[config.mk]
export PLATFORM = sky130hd
export DESIGN_NAME = bmp_roi_copy
export DESIGN_NICKNAME = d
export VERILOG_FILES = /design/src/rtl/bmp_roi_copy.sv
export SDC_FILE = /design/constraint.sdc
export NUM_CORES = 1
export LEC_CHECK = 0
export CELL_PAD_IN_SITES_DETAIL_PLACEMENT = 1
export CELL_PAD_IN_SITES_GLOBAL_PLACEMENT = 2
export CORE_UTILIZATION = 34
export CTS_CLUSTER_DIAMETER = 50
export DETAILED_ROUTE_END_ITERATION = 10
export DONT_BUFFER_PORTS = 1
export PLACE_DENSITY = 0.8
export SYNTH_ARGS = -nofsm -noshare
export SYNTH_HDL_FRONTEND = slang
export SYNTH_SLANG_ARGS = --single-unit
[constraint.sdc]
create_clock -name clk -period 11.6 [get_ports clk]
set_clock_uncertainty 0.05 [all_clocks]
set_input_delay 1.16 -clock clk [delete_from_list [all_inputs] [get_ports clk]]
set_output_delay 1.16 -clock clk [all_outputs]
set_load 0.01 [all_outputs]
[src/rtl/bmp_roi_copy.sv]
// Region-of-interest copier: reads a window of a raw frame and writes it out as BMP pixel-array rows.
// Define BMP_ROI_PAD_EN to pad every destination row to a multiple of 4 bytes.
module bmp_roi_copy #(
  parameter int          WIDTH    = 100,
  parameter int          HEIGHT   = 100,
  parameter int          BPP      = 3,
  parameter int          RD_LAT   = 1,
  parameter logic [31:0] SRC_BASE = 32'd0,
  parameter logic [31:0] DST_BASE = 32'd54
) (
  input  logic        clk,
  input  logic        rst,
  input  logic        start,
  input  logic [10:0] x_min,
  input  logic [10:0] x_max,
  input  logic [10:0] y_min,
  input  logic [10:0] y_max,
  input  logic        bottom_up,
  output logic        rd_en,
  output logic [31:0] rd_addr,
  input  logic [7:0]  rd_data,
  output logic        wr_en,
  output logic [31:0] wr_addr,
  output logic [7:0]  wr_data,
  output logic        done,
  output logic        err,
  output logic [31:0] byte_count
);

  localparam logic [2:0] S_IDLE      = 3'd0;
  localparam logic [2:0] S_RUN       = 3'd1;
  localparam logic [2:0] S_ROW_DRAIN = 3'd2;
  localparam logic [2:0] S_PAD       = 3'd3;
  localparam logic [2:0] S_FLUSH     = 3'd4;
  localparam logic [2:0] S_DONE      = 3'd5;

  localparam logic [31:0] WIDTH_W  = 32'(WIDTH);
  localparam logic [31:0] HEIGHT_W = 32'(HEIGHT);
  localparam logic [31:0] BPP_W    = 32'(BPP);

  logic [2:0]      state;
  logic [10:0]     xmn_q, ymn_q, ymx_q, y_q;
  logic            bu_q;
  logic [31:0]     row_bytes, col_cnt;
  logic [1:0]      pad_n, pad_left;
  logic [RD_LAT:1] tag_v;
  logic            reject, drain_busy, last_row, row_end;
  logic [10:0]     y_first, y_next;

  function automatic logic [31:0] row_addr(input logic [10:0] y, input logic [10:0] x);
    return SRC_BASE + ({21'd0, y} * WIDTH_W + {21'd0, x}) * BPP_W;
  endfunction

  assign reject = (x_min > x_max) || (y_min > y_max) ||
                  ({21'd0, x_max} >= WIDTH_W) || ({21'd0, y_max} >= HEIGHT_W);
  assign y_first  = bottom_up ? y_max : y_min;
  assign last_row = bu_q ? (y_q == ymn_q) : (y_q == ymx_q);
  assign y_next   = bu_q ? (y_q - 11'd1) : (y_q + 11'd1);

`ifdef BMP_ROI_PAD_EN
  assign pad_n = 2'd0 - row_bytes[1:0];
`else
  assign pad_n = 2'd0;
`endif

  // The drain ends once the only in-flight tag left is the one writing this cycle.
  // NOTE: combinational outputs get a default before the loop so no latch is inferred.
  always_comb begin
    drain_busy = 1'b0;
    for (int i = 1; i < RD_LAT; i++) drain_busy = drain_busy | tag_v[i];
  end

  assign row_end = (state == S_ROW_DRAIN && !drain_busy && pad_n == 2'd0) ||
                   (state == S_PAD && pad_left == 2'd0);

  assign rd_en   = (state == S_RUN);
  assign wr_en   = tag_v[RD_LAT] || (state == S_PAD);
  assign wr_data = tag_v[RD_LAT] ? rd_data : 8'h00;
  assign done    = (state == S_DONE);

  // Read tags: a write fires when a tag leaves the last stage, aligned with rd_data.
  always_ff @(posedge clk) begin
    if (rst) begin
      tag_v <= '0;
    end else begin
      tag_v[1] <= rd_en;
      for (int i = 2; i <= RD_LAT; i++) tag_v[i] <= tag_v[i-1];
    end
  end

  // NOTE: window, row and column registers are loaded on every accepted start,
  // so only control and visible outputs sit in the reset branch.
  always_ff @(posedge clk) begin
    if (rst) begin
      state      <= S_IDLE;
      err        <= 1'b0;
      rd_addr    <= 32'd0;
      wr_addr    <= DST_BASE;
      byte_count <= 32'd0;
    end else begin
      if (wr_en) begin
        wr_addr    <= wr_addr + 32'd1;
        byte_count <= byte_count + 32'd1;
      end
      case (state)
        S_IDLE, S_DONE: begin
          if (start) begin
            if (reject) begin
              state <= S_DONE;
              err   <= 1'b1;
            end else begin
              state      <= S_RUN;
              err        <= 1'b0;
              byte_count <= 32'd0;
              wr_addr    <= DST_BASE;
              xmn_q      <= x_min;
              ymn_q      <= y_min;
              ymx_q      <= y_max;
              bu_q       <= bottom_up;
              y_q        <= y_first;
              rd_addr    <= row_addr(y_first, x_min);
              col_cnt    <= 32'd0;
              row_bytes  <= ({21'd0, x_max} - {21'd0, x_min} + 32'd1) * BPP_W;
            end
          end
        end
        // Bytes of one row are contiguous in the source, so the address just counts up.
        S_RUN: begin
          if (col_cnt == row_bytes - 32'd1) begin
            state <= S_ROW_DRAIN;
          end else begin
            col_cnt <= col_cnt + 32'd1;
            rd_addr <= rd_addr + 32'd1;
          end
        end
        S_ROW_DRAIN: begin
          if (!drain_busy && pad_n != 2'd0) begin
            state    <= S_PAD;
            pad_left <= pad_n - 2'd1;
          end
        end
        S_PAD: begin
          if (pad_left != 2'd0) pad_left <= pad_left - 2'd1;
        end
        S_FLUSH: state <= S_DONE;
        default: state <= S_IDLE;
      endcase
      if (row_end) begin
        if (last_row) begin
          state <= S_FLUSH;
        end else begin
          state   <= S_RUN;
          y_q     <= y_next;
          rd_addr <= row_addr(y_next, xmn_q);
          col_cnt <= 32'd0;
        end
      end
    end
  end

endmodule
# [Word-level counts from Yosys, hierarchy flattened]
# Cells that the tools add are included.
[word_totals] ff_bits=212 input_bits=56 output_inout_bits=108 elab_cells=99
[classes] add_sub_neg=12 mul=5 magnitude_cmp=4 eq_ne=11 n_mux=36 bitwise=2 reduce_logical=15
[op_table] operator="$mux W32" count=18
[op_table] operator="$add A32 B1 Y32 const B" count=4
[op_table] operator="$pmux W32 S2" count=2
[op_table] operator="$mux W11" count=7
[op_table] operator="$mul A19 B2 Y21 const B" count=2
[op_table] operator="$add A18 B11 Y19" count=2
[op_table] operator="$eq A32 B32 Y1" count=1
[op_table] operator="$mul A11 B5 Y16 const B" count=2
[op_table] operator="$sub A32 B1 Y32 const B" count=1
[op_table] operator="$eq A11 B11 Y1" count=2
[op_table] operator="$ge A11 B7 Y1 const B" count=2
[op_table] operator="$gt A11 B11 Y1" count=2
[op_table] operator="$mul A13 B3 Y16 const B" count=1
[op_table] operator="$mux W3" count=5
[op_table] operator="$add A12 B2 Y13 const B" count=1
[op_table] operator="$pmux W3 S4" count=1
[op_table] operator="$sub A11 B11 Y12" count=1
[op_table] operator="$add A11 B1 Y11 const B" count=1
[op_table] operator="$sub A11 B1 Y11 const B" count=1
[op_table] operator="$mux W8" count=1
[op_table] operator="$eq A3 B2 Y1 const B" count=2
[op_table] operator="$eq A3 B3 Y1 const B" count=2
[op_table] operator="$reduce_and A3 Y1" count=2
[op_table] operator="$logic_or A1 B1 Y1" count=5
[op_table] operator="14 further kinds" count=17

# [Depth between registers and ports, before layout]
# Gate-level depths: netlist (run 1).
[logic_depth] word_depth=9 ltp_mapped=31 ltp_nobuf=29

# [Worst setup path after synthesis (run 1)]
# Ideal clock, no wire load.
[synth_path] kind="reg-to-reg" startpoint="reg bu_q" endpoint="reg rd_addr[19]" setup_time_ns=0.086 arrival_time_ns=6.599 slack_ns=4.865 stages_incl_launch_ff=31 period_less_slack_ns=6.735 cell_sequence="edfxtp_1 > ha_1 > buf_6 > and3_1 > a2111o_1 > xor2_1 > ha_1 > ha_1 > inv_1 > fa_1 > inv_1 > ha_1 > buf_2 > nand2_1 > o21ai_0 > nor2_1 > ha_1 > o21ai_0 > a21oi_1 > o21ai_0 > xnor2_1 > ha_1 > o21a_1 > o21a_1 > o21ai_0 > o31ai_1 > o211ai_1 > or4b_1 > nand3_1 > xnor2_1 > a221oi_2"
[synth_via] elab_chain_len=6 elab_cells_between_ends=7 cone_classes="add/sub (1); mul (2); mux (4)"
[synth_rtl] item="start: declaration" line="43" rtl="logic bu_q;"
[synth_rtl] item="start signal: assignment" line="119" rtl="bu_q <= bottom_up;"
[synth_rtl] item="$mux W11" line="58" rtl="assign y_next = bu_q ? (y_q - 11'd1) : (y_q + 11'd1);"
[synth_rtl] item="$mul A11 B5 Y16" line="51" rtl="return SRC_BASE + ({21'd0, y} * WIDTH_W + {21'd0, x}) * BPP_W;"
[synth_rtl] item="$add A18 B11 Y19" line="51"
[synth_rtl] item="$mul A19 B2 Y21" line="51"
[synth_rtl] item="$mux W32 (*)" line="149" rtl="if (last_row) begin"
[synth_rtl] item="$mux W32 (*)" line="148" rtl="if (row_end) begin"
[synth_rtl] item="end signal: assignment" line="121" rtl="rd_addr <= row_addr(y_first, x_min);"
[synth_rtl] item="end signal: assignment" line="133" rtl="rd_addr <= rd_addr + 32'd1;"
[synth_rtl] item="end signal: assignment" line="154" rtl="rd_addr <= row_addr(y_next, xmn_q);"
[synth_rtl] item="end: declaration" line="20" rtl="output logic [31:0] rd_addr,"
# Every way passes the cells marked *; elsewhere a longest branch is shown, timed or not.
# A chain may end at the register's enable or synchronous reset.

# [Final worst setup path (run 1)]
# Ends and elaborated chain as after synthesis.

==> reports/results.ini, run 1 <==
[cells_and_area]
syn2layout_area_growth_pct = 7.76
final_util = 0.371
multiInputGateArea_sq_mm = 0.0111
layout-drive-gt1-share = 0.0498
nFillCells = 5735
seq_area_sq_mm = 0.00487
fin_area_sq_mm = 0.0181
diodes = 0
finalNetCount = 2156

[place]
post-dp-hpwl_microns = 40500
io_buffers = 0
place_congestion = 0.842
dpl_cell_area_sq_mm = 0.0174
dpl_worst_slack_ns = 4.32

[logic_synthesis]
synth_top_area_share = 0.170
ys_async_sr_fraction = 0
synth.distinct_cells = 94
synth_warnings = 0
syn_area_sq_mm = 0.0168
yosys.area.top_type = edfxtp_1
synthesis.nets = 2189
ys_seq_elements = 196
synth_area_leaders = edfxtp_1 17%, ha_1 14%, dfxtp_1 12%, xor2_1 5.9%, xnor2_1 5.2%
seq_area_frac_synth = 0.291
syn_avg_cell_area_sq_um = 8.70
synthFlopType = dfxtp_1
synth_cells = 1926
synth_edf_count = 95

[clock_network]
post_cts_buffers = 0
cts_tree = yes
htree_num_levels = 4
insertion_delay_ns = 0.49
clkTransAtPathRegs_ns = 0.09
clock-sinks = 196
postCtsHoldBufs = 0
cts.path.max_buffers = 2
cts_resized = 0
clockRootBuffer = clkbuf_16
cts_buffers = 17

[timing]
finalCriticalPeriod_ns = 7.32
tightest_slew_ns = 1.26
timing.final.hold_violations = 0
fin_crit_sh = 0.631
slew_headroom = 0.154
whs_ns = 0.492
rsz0062_at_grt = false
max_freq_ghz = 0.137
finalSetupTns_ns = 0
setup_ws_ns = 4.28
slew_viol_final = 0
setup_viol = 0

[grt]
track_usage = 0.204
grt_use_met2 = 0.329
grt_pass1_vias = 14500
use_met3 = 0.0518
grt_util_met1 = 0.274
grt_busiest_layer = met2
grt_max_degree = 75
grt_pass1_wl_microns = 80800
antenna_found_initial = 0
overflow = 0

[detailed_routing]
wl_per_cell_microns = 19.9
drcViolationCount = 0
firstDrtPassIters = 6
viasPerCell = 5.54
detail-route-antenna-nets = 0
vias = 14200
drt-total-wl_microns = 51000
drt_iter0_drc = 686

[die]
die_x_microns = 224
io_pins = 164
num_rows = 81
coreArea_sq_mm = 0.0487
dieArea_sq_mm = 0.0502
die_h_microns = 224
floorplan.initialDensity = 0.344

[worst_setup_path]
crit_slowest_cell = fa_1
crit_type = register to register
worstPathArrival_ns = 7.67
cp_common_cell = ha_1
worstSetupEndpointType = register
cpLargestDelayFamily = adder cells
cp_num_buf_inv = 2
worstPathRequired_ns = 11.95
slowest_delay_ns = 0.53
path_max_fanout = 8
startpoint_type = register

[flow_run]
max_cap_violations = 0

[pwr]
intPower_mw = 2.43
comb_power_share = 0.687
pwr-share-clk = 0.139
swShare = 0.500
p_leak_nw = 7.10
worst_ir_drop_vdd_mv = 0.223
p_sw_mw = 2.43
powerDensity_mw_per_mm2 = 269
seqPwrFrac = 0.174

[worst_hold_path]
min_path_type = register to register

[run_status]
outcome = finished clean

-- state kept, by name, summed over array words and instances, names as in the netlist --
name	flops
tag_v	1
pad_left	2
y_q	11
xmn_q	11
col_cnt	32
state	3
err	1
bu_q	1
wr_addr	32
byte_count	32
ymn_q	11
row_bytes	16
ymx_q	11
rd_addr	32
-- kinds of logic after synthesis --
group / after synthesis / share of synthesized area
simple gates: 609 / 0.183
compound gates: 464 / 0.181
xor+xnor: 214 / 0.113
fa+ha+maj: 207 / 0.163
buf+inv: 200 / 0.0472
flops: 196 / 0.291
mux: 36 / 0.0220
-- path summary, 6_finish.rpt --
| kind | from | endpoint | slack [ns] | depth (start not counted) |
|---|---|---|---|---|
| hold reg to reg | pad_left[0] | pad_left[0] | 0.49 | 1 |
| hold / removal | pad_left[0] | pad_left[0] | 0.49 | 1 |
| setup / recovery | bu_q | rd_addr[19] | 4.28 | 28 |
| setup reg to reg | bu_q | rd_addr[19] | 4.28 | 28 |
-- cells in the final DEF (no fill, tap or decap), types with 17 or more instances in the layout --
| master | Yosys | routed |
|---|---|---|
| a21oi_1 | 105 | 105 |
| clkbuf_16 | 0 | 17 |
| and3_1 | 39 | 39 |
| xor2_1 | 112 | 112 |
| ha_1 | 189 | 189 |
| nand4_1 | 30 | 30 |
| a21o_1 | 28 | 28 |
| nand3_1 | 61 | 61 |
| xnor2_1 | 100 | 100 |
| and2_1 | 19 | 19 |
| nand2_1 | 126 | 125 |
| mux2i_1 | 29 | 29 |
| nor3_1 | 41 | 41 |
| edfxtp_1 | 95 | 95 |
| nor2b_1 | 17 | 17 |
| nor2_1 | 182 | 181 |
| o21ai_0 | 117 | 117 |
| inv_1 | 135 | 134 |
| o21a_1 | 21 | 21 |
| fa_1 | 18 | 18 |
| nand2b_1 | 18 | 18 |
| a211oi_1 | 34 | 34 |
| a31oi_1 | 24 | 24 |
| dfxtp_1 | 101 | 101 |
-- per-layer routing --
layer  part of all wire  vias up  wire (microns)
met5                  0        -               0
met4              0.012        0             588
met3              0.062       44            3140
met2               0.46      265           23300
met1               0.47     7033           24000
li1                   -     6898               -
-- area by class of cell --
class	instances	area share
Clock buffer	17	0.0235
Multi-Input combinational cell	1530	0.615
Sequential cell	196	0.270
Inverter	138	0.0288
Clock inverter	15	0.0125
Timing Repair Buffer	10	0.00416
Tap cell	664	0.0460
-- power by group through the flow --
stage | Clock, mW | Sequential (mW) | Combinational (mW)
finish | 0.676 | 0.845 | 3.34
global route | 0.715 | 0.851 | 3.72
CTS | 0.692 | 0.844 | 3.34
detailed placement | 0 | 0.859 | 3.32
global placement | 0 | 0.857 | 3.20
floorplan | 0 | 0.827 | 2.50
-- synth_stat cells (18+ instances only) --
| master | instances |
|---|---|
| ha_1 | 189 |
| a31oi_1 | 24 |
| o21ai_0 | 117 |
| mux2i_1 | 29 |
| dfxtp_1 | 101 |
| nand2_1 | 126 |
| nor2_1 | 182 |
| nand3_1 | 61 |
| xor2_1 | 112 |
| inv_1 | 135 |
| and3_1 | 39 |
| fa_1 | 18 |
| xnor2_1 | 100 |
| a21oi_1 | 105 |
| edfxtp_1 | 95 |
| nor3_1 | 41 |
| a211oi_1 | 34 |
| and2_1 | 19 |
| o21a_1 | 21 |
| clkbuf_1 | 39 |
| a21o_1 | 28 |
| nand4_1 | 30 |
| nand2b_1 | 18 |
-- metrics by stage --
step                std cells  total power [mW]
CTS                      2570              4.88
finish                   2570              4.86
global route             2570              5.28
global placement         2538              4.06
detailed placement       2538              4.18
floorplan                1926              3.32
Note: power is estimated with default switching activity, not from simulation.
==> run 2, diff against run 1 <==
PLACE_DENSITY = 0.82   (was 0.8)
clock period = 6.6 ns   (was 11.6 ns; I/O delays follow)
==> run 2 against run 1 <==
Net effect:
- core utilization grew 1.9 points
- critical path depth grew 1
- cell area grew 5.1%
- worst hold slack lost 0.29 ns
- global-route usage grew 0.26 points
- wire length grew 2.7%
- clock power grew 72%
- combinational power grew 120%
- via count grew 2.2%
- die area is the same
- maximum frequency grew 12%
==> reports/results.ini, run 2 (synthesized netlist as in run 1, its figures left out) <==
[grt]
grt_pass1_vias = 15000
track_usage = 0.207
grt_max_degree = 75
overflow = 0
grt_pass1_wl_microns = 82100
antenna_found_initial = 0

[timing]
setup_ws_ns = 0.0659
slew_headroom = 0.250
timing.final.hold_violations = 0
max_freq_ghz = 0.153
slew_viol_final = 0
finalSetupTns_ns = 0
tightest_slew_ns = 1.12
rsz0062_at_grt = true
finalCriticalPeriod_ns = 6.53
setup_viol = 0
fin_crit_sh = 0.990

[detailed_routing]
firstDrtPassIters = 4
drt-total-wl_microns = 52400
vias = 14600
drcViolationCount = 0
detail-route-antenna-nets = 0
wl_per_cell_microns = 19.9
drt_iter0_drc = 547
viasPerCell = 5.52

[flow_run]
max_cap_violations = 0

[die]
die_h_microns = 224
die_x_microns = 224
dieArea_sq_mm = 0.0502
num_rows = 81
coreArea_sq_mm = 0.0487
io_pins = 164
floorplan.initialDensity = 0.344

[pwr]
pwr-share-clk = 0.117
powerDensity_mw_per_mm2 = 521
intPower_mw = 5.13
swShare = 0.482
p_leak_nw = 7.49
p_sw_mw = 4.76
comb_power_share = 0.733
worst_ir_drop_vdd_mv = 0.379
seqPwrFrac = 0.150
total_power_mw = 9.90

[worst_setup_path]
crit_slowest_cell = fa_1
worstPathArrival_ns = 6.87
r2r_start = bu_q
startpoint_type = register
r2r_end = rd_addr[19]
cp_common_cell = ha_1
crit_path_start = bu_q
worstRegToRegCells = 29
slowest_delay_ns = 0.51
worstSetupEndpointType = register
path_max_fanout = 6
r2r_setup_slack_ns = 0.07
worstPathRequired_ns = 6.94
crit_type = register to register
crit_end = rd_addr[19]

[run_status]
outcome = finished clean

[worst_hold_path]
min_path_type = input pin to register

[cells_and_area]
seq_area_sq_mm = 0.00487
multiInputGateArea_sq_mm = 0.0115
layout_common_cells = 179 x nor2_1, 179 x ha_1, 132 x inv_1, 123 x nand2_1, 114 x o21ai_0
final_util = 0.389
nFillCells = 5697
diodes = 0
syn2layout_area_growth_pct = 13.2
finalNetCount = 2223
layout-drive-gt1-share = 0.110

[place]
post-dp-hpwl_microns = 41200
dpl_worst_slack_ns = -0.250
io_buffers = 0
place_congestion = 0.877

[clock_network]
clockRootBuffer = clkbuf_16
insertion_delay_ns = 0.49
cts_tree = yes
clock-sinks = 196
postCtsHoldBufs = 0
cts.path.max_buffers = 2
clkTransAtPathRegs_ns = 0.08
cts_buffers = 17
htree_num_levels = 4

run 2: cell types whose count changed in the layout (fill, tap and decap cells not counted), sizes merged:
cell,previous run,this run
bufinv,1,0
clkinv,3,9
inv,149,144
buf,10,77
run 2: worst max-delay path, delay by kind of cell (launching register included):
| family | cells | cell delay, ns |
|---|---|---|
| DFF | 1 | 0.38 |
| AOI/OAI and AO/OA | 10 | 2.41 |
| adders and majority gates | 7 | 2.15 |
| xor gates and xnor gates | 3 | 0.52 |
| buffers and inverters | 4 | 0.42 |
| and+or+nand+nor | 5 | 0.52 |
run 2: power groups by stage:
stage / registers (mW) / logic (mW) / clock network, mW
5_1_grt: 1.50 / 7.92 / 1.23
3_5_place_dp: 1.51 / 6.33 / 0
6_report: 1.49 / 7.25 / 1.16
4_1_cts: 1.49 / 6.53 / 1.18
2_1_floorplan: 1.45 / 4.39 / 0
3_3_place_gp: 1.51 / 6.08 / 0
run 2: layout make-up:
type	count	share of cell area
clock buffer	17	0.0224
multi-input combinational	1530	0.606
clock inverter	15	0.0123
tap	664	0.0438
inverter	138	0.0274
timing repair buffer	77	0.0308
sequential	196	0.257
run 2: stage by stage:
stage,cell area (sq um),instances,hold WS (ns)
finish,19000,2637,0.200
global route,19000,2637,0.184
CTS,18600,2623,0.172
detailed placement,17800,2589,0.486
global placement,17800,2589,0.466
floorplan,16800,1926,0.452
run 2: metal layers:
| layer | global-route usage | up-vias | part of all wire |
|---|---|---|---|
| met2 | 0.337 | 266 | 0.47 |
| met4 | 0.0528 | 0 | 0.015 |
| met3 | 0.0471 | 51 | 0.052 |
| met1 | 0.274 | 7218 | 0.47 |
| li1 | - | 7015 | - |
| met5 | 0 | - | 0 |
run 2: worst min path at each step:
stage / startpoint / to / cells after the start
floorplan: err / err / 2
global placement: byte_count[31] / byte_count[31] / 2
detailed placement: pad_left[0] / pad_left[0] / 1
CTS: rst / rd_addr[0] / 1
global route: rst / rd_addr[0] / 1
finish: rst / tag_v / 1
run 2: what timing repair did:
item                                    in CTS  in global routing
endpoints found under the setup margin       4                  7
buffers inserted                             2                 14
pin swaps                                    5                 38
gates resized for setup                     18                 51
